## config.mk

```make
export PLATFORM = sky130hd
export DESIGN_NAME = bus_mux_pipe
export DESIGN_NICKNAME = d
export VERILOG_FILES = /design/src/rtl/bus_mux_pipe.sv
export SDC_FILE = /design/constraint.sdc
export NUM_CORES = 1
export LEC_CHECK = 0
export ABC_AREA = 1
export CAP_MARGIN = 0
export CORE_ASPECT_RATIO = 0.7
export CORE_MARGIN = 4
export CORE_UTILIZATION = 34
export CTS_BUF_LIST = sky130_fd_sc_hd__clkbuf_8 sky130_fd_sc_hd__clkbuf_16
export DETAILED_ROUTE_END_ITERATION = 12
export GPL_ROUTABILITY_DRIVEN = 0
export PLACE_DENSITY_LB_ADDON = 0.25
export SYNTH_ARGS = -nofsm -noshare
export SYNTH_HDL_FRONTEND = slang
export SYNTH_SLANG_ARGS = --single-unit
```

## constraint.sdc

```tcl
create_clock -name clock -period 4.71 [get_ports clock]
set_clock_uncertainty 0.2 [all_clocks]
set_input_delay 0.942 -clock clock [delete_from_list [all_inputs] [get_ports clock]]
set_output_delay 0.942 -clock clock [all_outputs]
set_load 0.02 [all_outputs]
```

## src/rtl/bus_mux_pipe.sv

```systemverilog
// One-hot selected bus multiplexer with a single registered output slot and
// valid/ready handshake. Define BUS_MUX_ERRCNT_EN to enable the illegal-select counter.
module bus_mux_pipe #(
  parameter int DATA_W  = 16,
  parameter int NUM_SRC = 10,
  parameter int CNT_W   = 4
) (
  input  logic                        clock,
  input  logic                        resetn,
  input  logic [NUM_SRC*DATA_W-1:0]   src_data,
  input  logic [NUM_SRC-1:0]          sel,
  input  logic                        sel_valid,
  output logic                        in_ready,
  output logic [DATA_W-1:0]           out_data,
  output logic [$clog2(NUM_SRC)-1:0]  out_idx,
  output logic                        out_valid,
  input  logic                        out_ready,
  input  logic                        err_clr,
  output logic                        err_flag,
  output logic [CNT_W-1:0]            err_count
);

  localparam int IDX_W = $clog2(NUM_SRC);

  typedef enum logic {
    EMPTY = 1'b0,
    FULL  = 1'b1
  } state_t;

  state_t             stateQ;
  state_t             stateD;
  logic               accept;
  logic               selLegal;
  logic               legalAcc;
  logic               illegalAcc;
  logic [IDX_W-1:0]   selIdx;
  logic [DATA_W-1:0]  selWord;
  logic [DATA_W-1:0]  dataQ;
  logic [IDX_W-1:0]   idxQ;
  logic               errFlagQ;

  assign out_valid  = (stateQ == FULL);
  assign in_ready   = !out_valid || out_ready;
  assign accept     = sel_valid && in_ready;
  assign selLegal   = ($countones(sel) == 1);
  assign legalAcc   = accept && selLegal;
  assign illegalAcc = accept && !selLegal;

  // Encoder and AND-OR mux; results are only consumed when sel is one-hot.
  always_comb begin
    selIdx  = '0;
    selWord = '0;
    for (int k = 0; k < NUM_SRC; k++) begin
      if (sel[k]) begin
        selIdx  = selIdx | IDX_W'(k);
        selWord = selWord | src_data[k*DATA_W +: DATA_W];
      end
    end
  end

  always_ff @(posedge clock) begin
    if (!resetn) begin
      stateQ <= EMPTY;
    end else begin
      stateQ <= stateD;
    end
  end

  // A full slot with out_ready low is a stall; any non-reloading exit empties it.
  always_comb begin
    stateD = stateQ;
    case (stateQ)
      EMPTY: begin
        if (legalAcc) begin
          stateD = FULL;
        end
      end
      FULL: begin
        if (out_ready) begin
          stateD = legalAcc ? FULL : EMPTY;
        end
      end
      default: stateD = EMPTY;
    endcase
  end

  always_ff @(posedge clock) begin
    if (!resetn) begin
      dataQ <= '0;
      idxQ  <= '0;
    end else if (legalAcc) begin
      dataQ <= selWord;
      idxQ  <= selIdx;
    end
  end

  assign out_data = dataQ;
  assign out_idx  = idxQ;

  // A clear that coincides with an illegal accept leaves the new error visible.
  always_ff @(posedge clock) begin
    if (!resetn) begin
      errFlagQ <= 1'b0;
    end else if (err_clr) begin
      errFlagQ <= illegalAcc;
    end else if (illegalAcc) begin
      errFlagQ <= 1'b1;
    end
  end

  assign err_flag = errFlagQ;

`ifdef BUS_MUX_ERRCNT_EN
  localparam logic [CNT_W-1:0] CNT_MAX = '1;

  logic [CNT_W-1:0] errCntQ;

  always_ff @(posedge clock) begin
    if (!resetn) begin
      errCntQ <= '0;
    end else if (err_clr) begin
      errCntQ <= illegalAcc ? CNT_W'(1) : '0;
    end else if (illegalAcc && (errCntQ != CNT_MAX)) begin
      errCntQ <= errCntQ + CNT_W'(1);
    end
  end

  assign err_count = errCntQ;
`else
  assign err_count = '0;
`endif

endmodule

```

==> run_results.csv, run 1 <==
group,metric,value,unit
drt,wl_per_cell,13.8,µm
hold_path,worstHoldPathCells,2,
floorplanning,initial_utilization,35.9,%
grt,grt_max_degree,41,
final_layout,fin_nets,873,
drt,vias,3499,
grt,grt_pass1_wl,16200,µm
cts,cts.sinks,22,
sta,rsz0062_at_grt,"false",
sta,fmax,224,MHz
sta,period_needed,4.46,ns
run_status,status,"completed",
drt,wirelength,10800,µm
worst_setup_path,cp_top_family,"adder cells",
sta,hold_viol,0,
floorplanning,die_y,79.7,µm
final_layout,area_growth,82.3,%
logic_synthesis,yosys_warnings,0,
worst_setup_path,worstPathArrival,4.46,ns
drt,ant_nets,0,
sta,final_max_slew_viol_count,0,
final_layout,final_common_cell,"nand2_1",
logic_synthesis,ys_types,19,
worst_setup_path,cp_max_fo,40,
drt,firstDrtPassIters,4,
cts,cts.clk_slew.worst_paths,0.08,ns
worst_setup_path,cp_num_buf_inv,5,
logic_synthesis,ys_top_cells_by_area,"nand2_1 44%, dfxtp_1 18%, nor2_1 12%",
placement,post_dp_cell_area,4490,µm²
pwr,switchingPower,0.376,mW
cts,cts.path.max_buffers,2,
sta,fin_crit_sh,94.6,%
worst_setup_path,cp-start-kind,"input pin",
cts,cts_root_buf,"clkbuf_8",
final_layout,fillers,676,
sta,max_slew_margin,51.6,%
cts,holdBufCountCts,0,
pwr,ir_drop,0.000132,V
logic_synthesis,synth_largest_area_cell,"nand2_1",
cts,cts_setup_buffers,0,
sta,fin_ws,0.253,ns
final_layout,fin_area,4550,µm²
drt,drt_iter0_drc,152,
flow_run,maxCapViolCount,0,
cts,clkLatencyLatePin,0.27,ns
logic_synthesis,synth_top_area_share,43.8,%
worst_setup_path,crit_type,"in2reg",
pwr,power-per-cell-area,217,nW/µm²
sta,tightest_slew,0.723,ns
pwr,pwr-share-clk,13.9,%
final_layout,antenna_cells,0,
final_layout,final_cell_mix,"291 x nand2_1, 197 x clkdlybuf4s50_1, 78 x nor2_1",
pwr,p_sw_share,38.1,%
floorplanning,coreArea,6940,µm²
grt,grt_pass1_vias,3446,
cts,h-tree-depth,1,
logic_synthesis,netlist_area,2490,µm²
drt,route.detailed.drc,0,
worst_setup_path,worstPathRequired,4.71,ns
placement,pre_cts_slack,-0.0337,ns
pwr,p_int,0.612,mW
logic_synthesis,synthCells,503,
cts,cts_tree,"yes",
grt,grtUsageTotal,24.0,%
worst_setup_path,crit_path_frequent_cell,"fa_1",
worst_setup_path,crit_chain,"clkdlybuf4s50_1, fa_1, fa_1, inv_1, fa_1, inv_1, ha_1, fa_1, inv_1, nand2_1, nor2_2, nand3_2, buf_12, nand2_1, nand2_1, nor2_1",
floorplanning,die-area,8790,µm²
logic_synthesis,ys_ff_latch,22,
pwr,seqPwrFrac,25.7,%
grt,overflow,0,
floorplanning,num_rows,25,
floorplanning,die_x,110,µm
worst_setup_path,path_depth,16,
logic_synthesis,avgSynthCellArea,4.96,µm²
cts,cts_buffers,3,
drt,vias_per_cell,4.47,
worst_setup_path,max_stage_delay,0.52,ns
grt,grt_antenna_before_repair,0,
placement,portBuffers,197,
worst_setup_path,end_kind,"flop",
floorplanning,ios,202,
cts,cts_resized,0,
sta,setup_violations,0,
placement,dp.final_hpwl,8770,µm
worst_setup_path,slowest_stage,"fa_1",
pwr,p_leak,2.33,nW
worst_setup_path,rr_worst_depth,6,
hold_path,min-delay-path-class,"reg2reg",
logic_synthesis,synth-seq-area-share,17.7,%
final_layout,final_layout_size_suffix_gt1_share,2.76,%
pwr,comb_power_share,60.4,%
==> registers in the layout (all words and copies together) (netlist names) <==
| register | count |
|---|---|
| out_valid | 1 |
| out_idx | 4 |
| out_data | 16 |
| err_flag | 1 |
==> power groups by stage <==
stage / Clock [mW] / Sequential, mW / Combinational, mW
after CTS: 0.140 / 0.255 / 0.600
after floorplan: 0 / 0.307 / 0.253
after detailed placement: 0 / 0.259 / 0.597
after global routing: 0.149 / 0.261 / 0.665
after global placement: 0 / 0.256 / 0.583
final: 0.137 / 0.254 / 0.597
==> metal layers <==
| layer | GRT usage, % | vias to the layer above | part of all wire (%) |
|---|---|---|---|
| met4 | 7.63 | 0 | 2.5 |
| met5 | 0 | - | 0 |
| met2 | 46.7 | 142 | 50 |
| met3 | 7.03 | 24 | 9.9 |
| met1 | 24.1 | 1509 | 38 |
| li1 | - | 1824 | - |
==> cells by family after synthesis <==
family,count (synthesis),share of synthesized area (%)
compound gates,3,0.853
fa+ha+maj,8,5.82
buf+inv,80,15.7
simple gates,389,59.8
other cells,1,0.150
flops,22,17.7
==> cell usage after synthesis, drive strengths merged <==
master  number
nand3       17
fa           6
ha           2
conb         1
a21oi        2
dfxtp       22
a21boi       1
clkbuf       2
nor3         1
inv         50
buf         28
nand4        1
nand2      291
nor2        79
==> final timing paths <==
path	startpoint	to	slack [ns]
max	sel[5]	out_data[13]	0.25
min reg2reg	err_flag	err_flag	0.29
min	err_flag	err_flag	0.29
max reg2reg	out_valid	out_data[13]	3.33
==> through the flow <==
step / cells / TNS [ns] / total power [mW] / utilization (%) / hold slack, ns
5_1_grt: 783 / 0 / 1.08 / 65.5 / 0.319
3_5_place_dp: 779 / -0.158 / 0.856 / 64.7 / 0.284
2_1_floorplan: 506 / 0 / 0.560 / - / 0.336
4_1_cts: 783 / 0 / 0.995 / 65.5 / 0.296
3_3_place_gp: 779 / 0 / 0.839 / 64.7 / 0.260
6_report: 783 / 0 / 0.988 / 65.5 / 0.286
==> cell type report <==
| class | count | area (µm²) | area share (%) |
|---|---|---|---|
| repair buffers | 209 | 2070 | 45.6 |
| multi-input cells | 404 | 1670 | 36.8 |
| flip-flops and latches | 22 | 440 | 9.68 |
| inverters | 50 | 188 | 4.13 |
| well taps | 94 | 118 | 2.59 |
| clock buffers | 4 | 55.1 | 1.21 |
==> tightest hold or removal path, stage by stage (launching register included) <==
cell and delay [ns]:
dfxtp_1 0.32, nand2_1 0.07, a21oi_1 0.06
No activity file was read; power rests on OpenSTA's default activity.
==> run 2: changes to the inputs <==
- CORE_UTILIZATION: 34 -> 30
- clock period: 4.71 -> 4.04 ns (I/O delays scaled with it)
==> run 2 against run 1 <==
- non-clock buffer count increased by 11
- design area increased by 5.9%
- global-route usage decreased by 1.6 points
- sequential power increased by 17%
- register-to-register slack got worse by 0.82 ns
- utilization decreased by 5.1 points
- first-iteration DRC count decreased by 22%
- total power increased by 37%
- hold slack improved by 0.0028 ns
- flip-flop and latch count unchanged
- clock-buffer cell count decreased by 1
- critical path type unchanged
- largest cell class unchanged
==> run_results.csv, run 2 (synthesis gave the netlist of run 1 again) <==
group,metric,value,unit
run_status,status,"completed",
floorplanning,initial_utilization,31.3,%
final_layout,antenna_cells,0,
grt,grt_pass1_wl,17300,µm
floorplanning,num_rows,27,
final_layout,area_growth,93.2,%
drt,vias,3622,
final_layout,final_common_cell,"nand2_1",
worst_setup_path,slowest_stage,"fa_1",
sta,hold_viol,0,
cts,h-tree-depth,1,
worst_setup_path,end_kind,"flop",
worst_setup_path,cp_max_fo,5,
worst_setup_path,worstPathRequired,3.99,ns
worst_setup_path,crit_path_frequent_cell,"fa_1",
sta,fin_setup_tns,0,ns
pwr,p_leak,2.42,nW
sta,max_slew_margin,47.9,%
sta,tightest_slew,0.779,ns
worst_setup_path,rr_worst_depth,6,
worst_setup_path,cp-start-kind,"input pin",
cts,cts_tree,"yes",
placement,post_dp_cell_area,4530,µm²
pwr,power,1.35,mW
hold_path,hold_start,"err_flag",
floorplanning,ios,202,
final_layout,final_layout_size_suffix_gt1_share,8.30,%
pwr,ir_drop,0.000187,V
sta,holdWs,0.289,ns
final_layout,fin_area,4820,µm²
sta,rsz0062_at_grt,"true",
sta,fmax,248,MHz
cts,cts_root_buf,"clkbuf_16",
cts,cts.sinks,22,
floorplanning,die_x,117,µm
placement,portBuffers,197,
worst_setup_path,max_stage_delay,0.51,ns
worst_setup_path,path_depth,16,
cts,holdBufCountCts,0,
drt,route.detailed.drc,0,
cts,cts.path.max_buffers,2,
worst_setup_path,worstSetupStartpoint,"sel[3]",
drt,firstDrtPassIters,4,
worst_setup_path,cp_top_family,"adder cells",
drt,drt_iter0_drc,119,
worst_setup_path,crit_type,"in2reg",
final_layout,largest_register_ffs,16,
cts,clkLatencyLatePin,0.26,ns
sta,fin_crit_sh,99.9,%
worst_setup_path,worstPathArrival,3.98,ns
hold_path,worstHoldPathCells,2,
cts,cts_buffers,3,
final_layout,final_cell_mix,"284 x nand2_1, 191 x clkdlybuf4s50_1, 65 x nor2_1",
placement,dp.final_hpwl,8860,µm
sta,setup_violations,0,
pwr,power-per-cell-area,280,nW/µm²
drt,vias_per_cell,4.53,
grt,grt_antenna_before_repair,0,
sta,final_max_slew_viol_count,0,
drt,ant_nets,0,
final_layout,fin_nets,884,
flow_run,maxCapViolCount,0,
drt,wl_per_cell,14.5,µm
floorplanning,coreArea,7970,µm²
floorplanning,die-area,9860,µm²
hold_path,min-delay-path-class,"reg2reg",
floorplanning,die_y,84.3,µm
grt,grtUsageTotal,22.3,%
drt,wirelength,11600,µm
worst_setup_path,crit_chain,"buf_2, fa_1, fa_1, inv_2, fa_1, inv_1, ha_2, fa_1, inv_1, nand2_2, nor2_4, nand3_4, buf_6, clkbuf_16, nor2_1, nor2_1",
grt,grt_pass1_vias,3555,
worst_setup_path,r2r-start,"out_valid",
worst_setup_path,cp_num_buf_inv,6,
grt,overflow,0,
grt,grt_max_degree,22,
cts,cts.clk_slew.worst_paths,0.06,ns
sta,period_needed,4.04,ns
## run 2: worst register-to-register path, cell delays in order (launching register included)
cell	delay (ns)
dfxtp_1	0.33
a21boi_2	0.24
nand3_4	0.16
buf_6	0.18
clkbuf_16	0.17
nor2_1	0.10
nor2_1	0.05
## run 2: cell type report
type | instances | area, µm²
Clock buffer | 3 | 75.1
Inverter | 50 | 188
Sequential cell | 22 | 440
Multi-Input combinational cell | 404 | 1780
Timing Repair Buffer | 220 | 2210
Fill cell | 766 | 3150
Tap cell | 101 | 126
## run 2: timing repair
item	in CTS	in global routing
gates cloned	4	1
pin swaps	9	13
resized for setup	37	30
endpoints found under the setup margin	22	21
setup buffers	5	1
## run 2: final timing paths
check,to,slack (ns)
setup / recovery,out_data[12],0.004
hold / removal,err_flag,0.29
setup reg to reg,out_data[12],2.51
hold reg to reg,err_flag,0.29
## run 2: metal layers
| metal | routed length, µm | part of all wire, % | vias up | GRT usage, % |
|---|---|---|---|---|
| li1 | - | - | 1851 | - |
| met1 | 4620 | 40 | 1603 | 25.2 |
| met2 | 5740 | 50 | 152 | 41.7 |
| met3 | 978 | 8.4 | 16 | 5.91 |
| met4 | 242 | 2.1 | 0 | 4.69 |
| met5 | 0 | 0 | - | 0 |
## run 2: through the flow
step | utilization (%) | std cells | setup WS, ns
after floorplan | - | 506 | 0.0528
after global placement | 56.8 | 789 | -0.473
after detailed placement | 56.8 | 789 | -0.569
after CTS | 60.0 | 801 | 0.000715
after global routing | 60.5 | 800 | -0.0975
final | 60.5 | 800 | 0.00380
## run 2: report_power, final
group | switching, mW | total, mW | leakage, nW | internal [mW]
Sequential | 0.0276 | 0.296 | 0.179 | 0.268
Clock | 0.0798 | 0.211 | 0.0370 | 0.131
Combinational | 0.401 | 0.844 | 2.20 | 0.444
